<file path="src/rtl/knightrider_decoder_pkg.sv">
// Shared definitions for the knightrider LED-bar decoder: FSM states, error
// codes, frame geometry and a small adjacency helper.
package knightrider_decoder_pkg;

    typedef enum logic [1:0] {
        ST_ACQUIRE = 2'd0,
        ST_TRACK   = 2'd1,
        ST_FAULT   = 2'd2
    } state_t;

    localparam logic [1:0] ERR_NONE    = 2'b00;
    localparam logic [1:0] ERR_ILLEGAL = 2'b01;
    localparam logic [1:0] ERR_JUMP    = 2'b10;
    localparam logic [1:0] ERR_REVERSE = 2'b11;

    // 14-position frame; only frame bits [VIS_HI:VIS_LO] reach the LED bar.
    localparam int FRAME_W = 14;
    localparam int VIS_LO  = 2;
    localparam int VIS_HI  = 11;
    localparam int P_MAX   = 12;

    function automatic logic is_adjacent(logic [3:0] a, logic [3:0] b);
        return (a == b + 4'd1) || (b == a + 4'd1);
    endfunction

endpackage

</file>
<file path="src/rtl/knightrider_decoder_pattern_class.sv">
// Combinational classifier: maps a 10-bit LED pattern to the pair position p
// it represents, or flags it as zero (p = 0 or 12) / illegal.
module knightrider_decoder_pattern_class
    import knightrider_decoder_pkg::*;
(
    input  logic [9:0] pattern,
    output logic [3:0] p,
    output logic       is_zero,
    output logic       legal
);

    logic [8:0] pair_hit;

    // Two adjacent lit LEDs at bar bits k+1,k mean frame bits k+3,k+2.
    generate
        for (genvar gi = 0; gi < 9; gi++) begin : g_pair
            assign pair_hit[gi] = (pattern == (10'd3 << gi));
        end
    endgenerate

    always_comb begin
        p       = 4'd0;
        is_zero = (pattern == 10'd0);
        legal   = 1'b0;
        if (is_zero) begin
            legal = 1'b1;
        end else if (pattern == 10'b00_0000_0001) begin
            legal = 1'b1;
            p     = 4'd1;
        end else if (pattern == 10'b10_0000_0000) begin
            legal = 1'b1;
            p     = 4'(VIS_HI);
        end else begin
            for (int k = 0; k < 9; k++) begin
                if (pair_hit[k]) begin
                    legal = 1'b1;
                    p     = 4'(k + VIS_LO);
                end
            end
        end
    end

endmodule

</file>
<file path="src/rtl/knightrider_decoder.sv">
// Knightrider LED-bar receiver: locks onto the sliding pair, tracks position
// and direction, counts end-of-travel reversals, detects stalls and faults.
module knightrider_decoder
    import knightrider_decoder_pkg::*;
#(
    parameter int STALL_CYCLES = 2000000,
    parameter int CNT_W        = 22
) (
    input  logic       clkin,
    input  logic       reset,
    input  logic [9:0] LEDin,
    output logic [3:0] position,
    output logic       pos_valid,
    output logic       direction,
    output logic       dir_valid,
    output logic       step,
    output logic [7:0] sweep_count,
    output logic       stalled,
    output logic       error,
    output logic [1:0] error_code
);

    state_t             state_reg, state_next;
    logic [9:0]         in_q_reg;
    logic [9:0]         last_pat_reg, last_pat_next;
    logic [CNT_W-1:0]   stall_cnt_reg, stall_cnt_next;
    logic [3:0]         position_reg, position_next;
    logic               pos_valid_reg, pos_valid_next;
    logic               direction_reg, direction_next;
    logic               dir_valid_reg, dir_valid_next;
    logic               step_reg, step_next;
    logic [7:0]         sweep_reg, sweep_next;
    logic               stalled_reg, stalled_next;
    logic               error_reg, error_next;
    logic [1:0]         error_code_reg, error_code_next;

    logic [3:0] cls_p;
    logic       cls_zero;
    logic       cls_legal;

    logic       change;
    logic       cand_ok;
    logic [3:0] cand_p;
    logic       new_dir;
    logic       reversal;
    logic       at_end;
    logic       fault;
    logic [1:0] fault_code;

    knightrider_decoder_pattern_class u_class (
        .pattern (in_q_reg),
        .p       (cls_p),
        .is_zero (cls_zero),
        .legal   (cls_legal)
    );

    assign change = (in_q_reg != last_pat_reg);
    assign at_end = (position_reg == 4'd0) || (position_reg == 4'(P_MAX));

    // A blank bar is ambiguous (p = 0 or 12); the neighbour of the current
    // position decides which end the pair slid off.
    always_comb begin
        cand_ok = 1'b0;
        cand_p  = cls_p;
        if (cls_zero) begin
            if (position_reg == 4'd1) begin
                cand_ok = 1'b1;
                cand_p  = 4'd0;
            end else if (position_reg == 4'(VIS_HI)) begin
                cand_ok = 1'b1;
                cand_p  = 4'(P_MAX);
            end
        end else begin
            cand_ok = is_adjacent(cls_p, position_reg);
        end
    end

    assign new_dir  = (cand_p < position_reg);
    assign reversal = dir_valid_reg && (new_dir != direction_reg);

    always_comb begin
        state_next      = state_reg;
        last_pat_next   = last_pat_reg;
        stall_cnt_next  = stall_cnt_reg;
        position_next   = position_reg;
        pos_valid_next  = pos_valid_reg;
        direction_next  = direction_reg;
        dir_valid_next  = dir_valid_reg;
        step_next       = 1'b0;
        sweep_next      = sweep_reg;
        stalled_next    = stalled_reg;
        error_next      = error_reg;
        error_code_next = error_code_reg;
        fault           = 1'b0;
        fault_code      = ERR_NONE;

        if (change && state_reg != ST_FAULT) begin
            last_pat_next = in_q_reg;
        end

        case (state_reg)
            ST_ACQUIRE: begin
                stall_cnt_next = '0;
                if (change) begin
                    if (!cls_legal) begin
                        fault      = 1'b1;
                        fault_code = ERR_ILLEGAL;
                    end else if (!cls_zero) begin
                        position_next  = cls_p;
                        pos_valid_next = 1'b1;
                        stalled_next   = 1'b0;
                        dir_valid_next = 1'b0;
                        state_next     = ST_TRACK;
                    end
                end
            end

            ST_TRACK: begin
                if (change) begin
                    if (!cls_legal) begin
                        fault      = 1'b1;
                        fault_code = ERR_ILLEGAL;
                    end else if (!cand_ok) begin
                        fault      = 1'b1;
                        fault_code = ERR_JUMP;
                    end else if (reversal && !at_end) begin
                        fault      = 1'b1;
                        fault_code = ERR_REVERSE;
                    end else begin
                        position_next  = cand_p;
                        step_next      = 1'b1;
                        direction_next = new_dir;
                        dir_valid_next = 1'b1;
                        stall_cnt_next = '0;
                        if (reversal) begin
                            sweep_next = sweep_reg + 8'd1;
                        end
                    end
                end else if (stall_cnt_reg == CNT_W'(STALL_CYCLES - 1)) begin
                    stalled_next   = 1'b1;
                    pos_valid_next = 1'b0;
                    dir_valid_next = 1'b0;
                    stall_cnt_next = '0;
                    state_next     = ST_ACQUIRE;
                end else begin
                    stall_cnt_next = stall_cnt_reg + 1'b1;
                end
            end

            default: begin
                // FAULT is terminal until reset; everything is held.
            end
        endcase

        if (fault) begin
            state_next      = ST_FAULT;
            error_next      = 1'b1;
            error_code_next = fault_code;
            pos_valid_next  = 1'b0;
            step_next       = 1'b0;
        end
    end

    always_ff @(posedge clkin) begin
        if (reset) begin
            state_reg      <= ST_ACQUIRE;
            in_q_reg       <= '0;
            last_pat_reg   <= '0;
            stall_cnt_reg  <= '0;
            position_reg   <= '0;
            pos_valid_reg  <= 1'b0;
            direction_reg  <= 1'b0;
            dir_valid_reg  <= 1'b0;
            step_reg       <= 1'b0;
            sweep_reg      <= '0;
            stalled_reg    <= 1'b0;
            error_reg      <= 1'b0;
            error_code_reg <= ERR_NONE;
        end else begin
            state_reg      <= state_next;
            in_q_reg       <= LEDin;
            last_pat_reg   <= last_pat_next;
            stall_cnt_reg  <= stall_cnt_next;
            position_reg   <= position_next;
            pos_valid_reg  <= pos_valid_next;
            direction_reg  <= direction_next;
            dir_valid_reg  <= dir_valid_next;
            step_reg       <= step_next;
            sweep_reg      <= sweep_next;
            stalled_reg    <= stalled_next;
            error_reg      <= error_next;
            error_code_reg <= error_code_next;
        end
    end

    assign position    = position_reg;
    assign pos_valid   = pos_valid_reg;
    assign direction   = direction_reg;
    assign dir_valid   = dir_valid_reg;
    assign step        = step_reg;
    assign sweep_count = sweep_reg;
    assign stalled     = stalled_reg;
    assign error       = error_reg;
    assign error_code  = error_code_reg;

endmodule

</file>
<file path="config.mk">
export PLATFORM = sky130hd
export DESIGN_NAME = knightrider_decoder
export DESIGN_NICKNAME = d
export VERILOG_FILES = /design/src/rtl/knightrider_decoder_pkg.sv /design/src/rtl/knightrider_decoder_pattern_class.sv /design/src/rtl/knightrider_decoder.sv
export SDC_FILE = /design/constraint.sdc
export NUM_CORES = 1
export LEC_CHECK = 0
export CAP_MARGIN = 20
export CELL_PAD_IN_SITES_DETAIL_PLACEMENT = 1
export CELL_PAD_IN_SITES_GLOBAL_PLACEMENT = 1
export CORE_MARGIN = 2
export CORE_UTILIZATION = 44
export CTS_CLUSTER_SIZE = 28
export DETAILED_ROUTE_END_ITERATION = 6
export GPL_TIMING_DRIVEN = 0
export PLACE_DENSITY = 0.91
export SETUP_SLACK_MARGIN = 0.2
export SLEW_MARGIN = 10
export SYNTH_ARGS = -nofsm -noshare
export SYNTH_HDL_FRONTEND = slang
export SYNTH_HIERARCHICAL = 1
export SYNTH_SLANG_ARGS = --single-unit
</file>
<file path="constraint.sdc">
create_clock -name clkin -period 4.35 [get_ports clkin]
set_input_delay 0.87 -clock clkin [delete_from_list [all_inputs] [get_ports clkin]]
set_output_delay 0.87 -clock clkin [all_outputs]
set_load 0.02 [all_outputs]
</file>
# Yosys cells after proc, flatten, opt, wreduce, memory -nomap -nowiden
# Cells that the tools add are included.
# totals
reg_bits,64
inputBits,12
out_inout_bits,20
word_cells,166
# classes
n_addsub,4
magnitude_cmp,1
eq_ne,39
n_mux,83
n_bitwise,5
n_reduce_logical,20
# op_table
operator,n
$mux W22,5
$mux W4,16
$pmux W22 S2,1
$mux W1,38
$ne A3 B3 Y1 const B,9
$mux W2,12
$add A22 B1 Y22 const B,1
$eq A22 B21 Y1 const B,1
$eq A10 B10 Y1 const B,2
$ne A2 B2 Y1 const B,10
$reduce_and A6 Y1,3
$reduce_and A8 Y1,2
$mux W3,4
$eq A10 B1 Y1 const B,1
$eq A10 B2 Y1 const B,1
$eq A10 B3 Y1 const B,1
$eq A10 B4 Y1 const B,1
$eq A10 B5 Y1 const B,1
$eq A10 B6 Y1 const B,1
$eq A10 B7 Y1 const B,1
$eq A10 B8 Y1 const B,1
$eq A10 B9 Y1 const B,1
$logic_not A10 Y1,1
$ne A10 B10 Y1,1
other kinds (23),37

# Depth between registers and ports, before layout
# depth
depth_word,27
mapped_depth,15
mapped_depth_nobuf,14

# Hierarchy
# Netlist, hierarchy kept.
# modules_own_cells
module,instances,cells_per_inst,area_per_inst_um2,seq_area_each_um2
knightrider_decoder,1,430,3656.0,1261.2
knightrider_decoder_pattern_class,1,38,279.0,0.0

# Least setup slack after synthesis
# OpenSTA, ideal clock, no wires.
# synth_timing
path_kind,register to register
startpoint,register in_q_reg[5]
endpoint,"register position_reg[2], in the netlist position[2]"
setup_time_ps,122
arrival_ps,3431
required_ps,4228
slack_ps,797
path_stages_with_launch,16
path_buffers,1
period_less_slack_ps,3553
path_cell_list,dfxtp_1 nor3_2 nor3b_1 and3_1 nor2b_1 nand2_1 a21oi_1 nor2_1 ha_1 nand3_1 a211o_1 a211oi_4 o22ai_4 buf_6 o211a_1 a311o_1
# synth_via
word_cells_on_any_way,65
cone_classes,add/sub (1); order compare (1); eq/ne (22); mux (36); reduce/logical (5)
# synth_rtl
element,line,source
from (decl),knightrider_decoder.sv:24,logic [9:0] in_q_reg;
from (signal assigned),knightrider_decoder.sv:181,in_q_reg <= LEDin;
$logic_not A10 Y1 *,knightrider_decoder_pattern_class.sv:23,is_zero = (pattern == 10'd0);
via cls_zero,knightrider_decoder.sv:38,logic cls_zero;
$mux W4,knightrider_decoder_pattern_class.sv:25,if (is_zero) begin
$mux W4,knightrider_decoder.sv:69,end else if (position_reg == 4'(VIS_HI)) begin
$mux W4,knightrider_decoder.sv:66,if (position_reg == 4'd1) begin
$mux W4,knightrider_decoder.sv:65,if (cls_zero) begin
$lt A4 B4 Y1,knightrider_decoder.sv:78,assign new_dir = (cand_p < position_reg);
$ne A1 B1 Y1,knightrider_decoder.sv:79,assign reversal = dir_valid_reg && (new_dir != direction_reg);
$logic_and A1 B1 Y1,knightrider_decoder.sv:79,
$logic_and A1 B1 Y1,knightrider_decoder.sv:126,end else if (reversal && !at_end) begin
$ne A2 B2 Y1 (no source line),-,
$reduce_and A8 Y1 (no source line),-,
to (signal assigned),knightrider_decoder.sv:184,position_reg <= position_next;
to (decl),knightrider_decoder.sv:27,"logic [3:0] position_reg, position_next;"
# Mark *: on every way through the listed nets, which the timed path passes. The rest lies on a longest branch. The select of a mux whose other input is x is not followed.
# A chain may end at the register's enable or synchronous reset.

# Worst setup path after layout
# layout_timing
startpoint,register in_q_reg[9]
endpoint,"register sweep_reg[2], in the netlist sweep_count[2]"
# layout_via
word_cells_on_any_way,51
cone_classes,add/sub (1); order compare (1); eq/ne (15); mux (28); bitwise (1); reduce/logical (5)
# layout_rtl
element,line,source
$eq A10 B4 Y1,knightrider_decoder_pattern_class.sv:17,assign pair_hit[gi] = (pattern == (10'd3 << gi));
$mux W3 (4 in series),knightrider_decoder_pattern_class.sv:35,if (pair_hit[k]) begin
$mux W4 (3 in series),knightrider_decoder_pattern_class.sv:35,
$mux W4,knightrider_decoder_pattern_class.sv:30,end else if (pattern == 10'b10_0000_0000) begin
$mux W4,knightrider_decoder_pattern_class.sv:27,end else if (pattern == 10'b00_0000_0001) begin
$mux W4 *,knightrider_decoder_pattern_class.sv:25,
via cls_p[2],knightrider_decoder.sv:37,logic [3:0] cls_p;
$mux W4,knightrider_decoder.sv:69,
$mux W4,knightrider_decoder.sv:66,
$mux W4,knightrider_decoder.sv:65,
$lt A4 B4 Y1,knightrider_decoder.sv:78,
$ne A1 B1 Y1,knightrider_decoder.sv:79,
$logic_and A1 B1 Y1,knightrider_decoder.sv:79,
$logic_and A1 B1 Y1,knightrider_decoder.sv:126,
$not A1 Y1 (no source line),-,
$reduce_and A6 Y1 (no source line) *,-,
to (signal assigned),knightrider_decoder.sv:189,sweep_reg <= sweep_next;
to (decl),knightrider_decoder.sv:32,"logic [7:0] sweep_reg, sweep_next;"
# Mark *: on every way through the listed nets, which the timed path passes. The rest lies on a longest branch.

==> flow_summary.ini <==
[status]
status = complete, no violations

[cells_and_area]
nFillCells = 1049
largest_reg_flops = 22
area_growth_pct = 19.8
stdcell_count = 629
diodes = 0
drive_gt1_frac = 0.121
final_area_um2 = 4720
nets = 537

[routing]
drc = 0
avgViaCountPerCell = 6.22
first_iter_violations = 199
vias = 3913
postRouteAntennaNets = 0
first_pass_iters = 5
wirelength_um = 13100
wl_per_cell_um = 20.9

[critical_path]
reg2reg_depth = 13
cpLargestDelayFamily = simple AND/OR/NAND/NOR gates
crit_slowest_cell = o41ai_4
reg2reg_to = sweep_count[2]
cp-startpoint = in_q_reg[9]
critPathRequiredTime_ns = 4.63
critPathArrivalTime_ns = 4.32
critical_path_class = reg2reg
ff2ff_setup_slack_ns = 0.31
crit_path_end = sweep_count[2]
worstPathCellList = nor2_1 -> nand3_1 -> o41ai_4 -> a21oi_1 -> nor2_1 -> ha_1 -> nand3_2 -> a2111oi_4 -> a211oi_4 -> buf_4 -> or3_1 -> or4_1 -> a21oi_1
crit_buf_inv = 1
reg2reg_from = in_q_reg[9]
cp.depth = 13
cpPeakStageDelay_ns = 0.59
setup.worst_path.end_class = register
cp_max_fo = 10
critPathLaunchType = register

[clocking]
root_buffer = clkbuf_8
cts.path.max_buffers = 2
clk_latency_ns = 0.35
clkSinkCount = 63
clk_pin_slew_ns = 0.08
cts_tree = done
htreeDepth = 3
cts_hold_buffers = 0
numCtsBuffers = 9

[die]
rows = 34
io_pins = 32
die_x_um = 98.6
initial_core_util = 0.453
die-area_um2 = 9720
coreArea_um2 = 8680
dieHeight_um = 98.6

[sta]
tightest_slew_ns = 0.937
relSlewSlack = 0.370
finalSetupViolations = 0
hold_viol = 0
setup_tns_ns = 0
finClkSkew_ns = 0.0116
period_needed_ns = 4.04
fin_crit_sh = 0.929
slew_viol_final = 0
setup_slack_ns = 0.308
rsz0062_at_grt = false
fmax_mhz = 247

[power]
vdd_ir_drop_max_uv = 223
power_mw = 1.36
power_density_nw_per_um2 = 288
p_leak_nw = 1.65

[logic_synthesis]
synth_top_area_frac = 0.321
synth_area_leaders = dfxtp_1 (32%), nor2_1 (4.2%), nand2_1 (4.1%)
synth_fp_nets = 489
yosysSeqAreaShare = 0.321
syn-cell-area_um2 = 3940
synth.most_common_cell = dfxtp_1
ys_types = 71
async_flop_share = 0
ys_warn_count = 6
synth_cells = 468
ys_seq_elements = 63
synth.avg_cell_area_um2 = 8.41
synth_top_area_cell = dfxtp_1
synth_edf_count = 0
synth_common_cells = dfxtp_1 (63), nor2_1 (44), nand2_1 (43)
synth_ff_type = dfxtp_1

[grt]
grt_max_degree = 14
grt_pass1_wl_um = 20800
antenna_found_initial = 0
grt_pass1_vias = 4124
grt_overflow_total = 0
grt_usage = 0.266

[place]
post-place-ws_ns = -0.0371
place_area_um2 = 4380
io_buffer_count = 31
dp_hpwl_um = 9100
dpl.cell_count = 607
gp_congestion = 0.879

[worst_hold_path]
holdCritStartpoint = stall_cnt_reg[21]
hp-class = reg2reg

[job]
cap_violations = 0
-- final cells by class --
type / count / area (µm²) / area share
Multi-Input combinational cell: 359 / 2550 / 0.541
Sequential cell: 63 / 1260 / 0.268
Timing Repair Buffer: 37 / 355 / 0.0754
Tap cell: 108 / 135 / 0.0287
Clock buffer: 9 / 124 / 0.0263
Buffer: 24 / 124 / 0.0263
Inverter: 22 / 82.6 / 0.0175
Clock inverter: 7 / 80.1 / 0.0170
-- cells by family (layout without fill, tap and decap cells) --
family | count (synthesis) | after routing | synth area share
adder cells (fa/ha/maj) | 9 | 9 | 0.0286
buffers and inverters | 46 | 99 | 0.0525
AND/OR/NAND/NOR | 205 | 205 | 0.288
multiplexers | 16 | 16 | 0.0432
AO/OA/AOI/OAI | 100 | 100 | 0.203
XOR/XNOR | 29 | 29 | 0.0645
flip-flops | 63 | 63 | 0.321
-- report_power, final --
part	internal, mW	leakage (nW)	switching (mW)
Sequential	0.591	0.513	0.0239
Clock	0.271	0.102	0.268
Combinational	0.0811	1.04	0.124
Total	0.943	1.65	0.416
-- stage by stage --
step | utilization | hold WS (ns)
final | 0.543 | 0.482
after global routing | 0.543 | 0.514
after CTS | 0.535 | 0.480
after detailed placement | 0.505 | 0.468
after global placement | 0.505 | 0.454
after floorplan | - | 0.439
-- how the worst min path moves through the flow --
| stage | to | slack, ns | cells after the start |
|---|---|---|---|
| 3_5_place_dp | stall_cnt_reg[21] | 0.47 | 2 |
| 4_1_cts | stall_cnt_reg[21] | 0.48 | 2 |
| 5_1_grt | stall_cnt_reg[1] | 0.51 | 2 |
| 3_3_place_gp | stall_cnt_reg[21] | 0.45 | 2 |
| 6_report | stall_cnt_reg[21] | 0.48 | 2 |
| 2_1_floorplan | stall_cnt_reg[21] | 0.44 | 2 |
-- cell usage in the layout, fill, tap and decap left out, types with 4 or more instances in the layout --
cell type,netlist,routed
a211oi_1,6,5
a21oi_1,22,22
a221oi_1,5,5
a311oi_1,4,4
a32oi_1,4,4
and3_1,10,9
buf_4,0,6
clkbuf_1,16,16
clkbuf_8,0,9
clkdlybuf4s50_1,0,31
dfxtp_1,63,60
ha_1,9,9
inv_1,20,20
mux2_2,4,4
mux2i_1,11,11
nand2_1,43,43
nand3_1,20,19
nand4_1,12,12
nor2_1,44,44
nor2b_1,18,17
nor3_1,12,12
nor4_1,7,7
o21ai_0,11,11
o31ai_1,6,5
o32ai_1,4,4
or3_1,5,5
or4_1,4,4
xnor2_1,15,15
xor2_1,14,14
-- worst register-to-register path: cells and delay by family (launching register included) --
| family | cells | cell delay (ns) |
|---|---|---|
| and+or+nand+nor | 6 | 1.76 |
| DFF | 1 | 0.44 |
| buffers and inverters | 1 | 0.17 |
| AOI/OAI and AO/OA | 5 | 1.43 |
| adders and majority gates | 1 | 0.17 |
-- layer usage --
layer / track usage / vias up / share of wire
met5: 0 / - / 0
met4: 0.126 / 0 / 0.034
met3: 0.0482 / 39 / 0.039
met2: 0.473 / 111 / 0.53
met1: 0.310 / 1935 / 0.40
li1: - / 1828 / -
-- what timing repair did --
item,in CTS,in global routing
endpoints found under the setup margin,32,39
pin swaps,2,6
resized for setup,5,11
buffers inserted,4,2
Note: power is estimated with default switching activity, not from simulation.
==> patch, RTL diff (config.mk and constraints unchanged) <==
The parameter `CNT_W` goes from 22 to 18.
--- a/src/rtl/knightrider_decoder.sv
+++ b/src/rtl/knightrider_decoder.sv
@@ -4,7 +4,7 @@
     import knightrider_decoder_pkg::*;
 #(
     parameter int STALL_CYCLES = 2000000,
-    parameter int CNT_W        = 22
+    parameter int CNT_W        = 18
 ) (
     input  logic       clkin,
     input  logic       reset,
Function: same outputs for any inputs over 4 cycles, from zero or initial values and one cycle with reset high; that may be too few to reach the edited logic, so the function may still have changed.
==> patch against the original RTL <==
Worst setup slack improved by 190 ps; area after synthesis is 7.4% lower; total power down 2.0%; routed wire length down 22%; count of clock-buffer cells in the layout up 3; cell area shrank 8.5%; combinational power decreased by 17%; sequential cell count fell by 4; non-clock buffer count fell by 9; critical path type unchanged; sequential power shrank 6.7%.
==> patch: results (changes against the original RTL) <==
Synth cell count leaders - dfxtp_1 (59), nor2_1 (39), nand2_1 (27) (was dfxtp_1 (63), nor2_1 (44), nand2_1 (43))
Slowest CP cell - dfxtp_1 (was o41ai_4)
Routing usage on met2 - 40.4% (was 47.3%)
Final wirelength - 10200 um (was 13100 um)
Max reg flops - 18 (was 22)
Reg-to-reg setup timing slack - 490 ps (was 310 ps)
Largest net degree at the start of global routing - 11 (was 14)
Avg Cell Area, Syn - 8.84 sq um (was 8.41 sq um)
RR Endpoint - sweep_count[5] (was sweep_count[2])
Max_slew headroom - 46.2% (was 37.0%)
Combinational cell power - 170 uW (was 205 uW)
Metal2 WL - 5030 um (was 6920 um)
First DRT Iteration DRCs - 264 (was 199)
Dpl hpwl - 7150 um (was 9100 um)
CTS root buf - clkbuf_8 (unchanged)
Critical Path AT - 4090 ps (was 4320 ps)
Seq cells - 59 (was 63)
Worst r2r src - in_q_reg[7] (was in_q_reg[9])
Vias in the first global route - 3485 (was 4124)
Buffers excl. clock - 52 (was 61)
First-pass GRT wire length - 17200 um (was 20800 um)
# nets final - 475 (was 537)
Logic inverters - 10 (was 22)
CP Launch Type - flip-flop (unchanged)
DP Cell Count - 548 (was 607)
First-pass DRT Iterations - 4 (was 5)
Wire length on met3 - 538 um (was 507 um)
Worst slack at placement - 432 ps (was -37.1 ps)
Clock Skew - 14.1 ps (was 11.6 ps)
Share of cells above drive strength 1 - 13.5% (was 12.1%)
Clock tree cell share of total cell area - 5.28% (was 4.32%)
Number of port buffers - 31 (unchanged)
Via count - 3339 (was 3913)
Cell family with most CP delay - simple AND/OR/NAND/NOR gates (unchanged)
CP max stage delay - 410 ps (was 590 ps)
# clk buffers - 12 (was 9)
Register area share after synthesis - 32.4% (was 32.1%)
Multi-In Gates - 322 (was 359)
Layout fillers - 942 (was 1049)
Outcome - complete, no violations (unchanged)
Seq pwr share - 43.1% (was 45.2%)
Synth top area cells - dfxtp_1 (32%), xor2_1 (4.1%), nor2_1 (4.0%) (was dfxtp_1 (32%), nor2_1 (4.2%), nand2_1 (4.1%))
Static leakage - 0.00155 uW (was 0.00165 uW)
WL met1 - 4450 um (was 5250 um)
M1 GR Usage - 30.5% (was 31.0%)
GR Layer Usage met3 - 6.54% (was 4.82%)
DR WL/cell - 18.1 um (was 20.9 um)
Sw frac - 26.6% (was 30.6%)
RD Place Congestion - 0.867 (was 0.879)
Post-CTS Resized - 0 (was 5)
Max VDD drop - 0.000237 V (was 0.000223 V)
F_max - 259 MHz (was 247 MHz)
Buffering overhead - 10.2% (about the same)
Global-route usage over all layers - 24.6% (was 26.6%)
Post-CTS setup buffers - 0 (was 4)
Yosys cell types - 68 (was 71)
Fraction of area in registers - 27.4% (was 26.8%)
Multi-input combinational area share - 53.2% (was 54.1%)
Syn nets - 433 (was 489)
Clk_lat worst skew - 350 ps (about the same)
[patch: how the worst min path moves through the flow]
stage	from	end	slack, ps	cells after the start
5_1_grt	direction	direction	540	2
6_report	direction	direction	500	2
2_1_floorplan	stall_cnt_reg[1]	stall_cnt_reg[1]	470	1
4_1_cts	direction	direction	500	2
3_5_place_dp	direction	direction	490	2
3_3_place_gp	direction	direction	490	2
[patch: kinds of logic after synthesis]
logic type                 synth area share [%]
and+or+nand+nor                            27.6
AOI/OAI and AO/OA                          18.4
DFF                                        32.4
buffers and inverters                      4.60
xor gates and xnor gates                   7.63
muxes                                      6.18
adders and majority gates                  3.09
[patch: through the flow]
stage | total power (uW) | util, % | instance area [sq um]
detailed placement | 753 | 50.2 | 4080
global placement | 744 | 50.2 | 4080
floorplan | 700 | - | 3640
CTS | 1340 | 53.0 | 4310
global route | 1390 | 53.1 | 4320
finish | 1330 | 53.1 | 4320
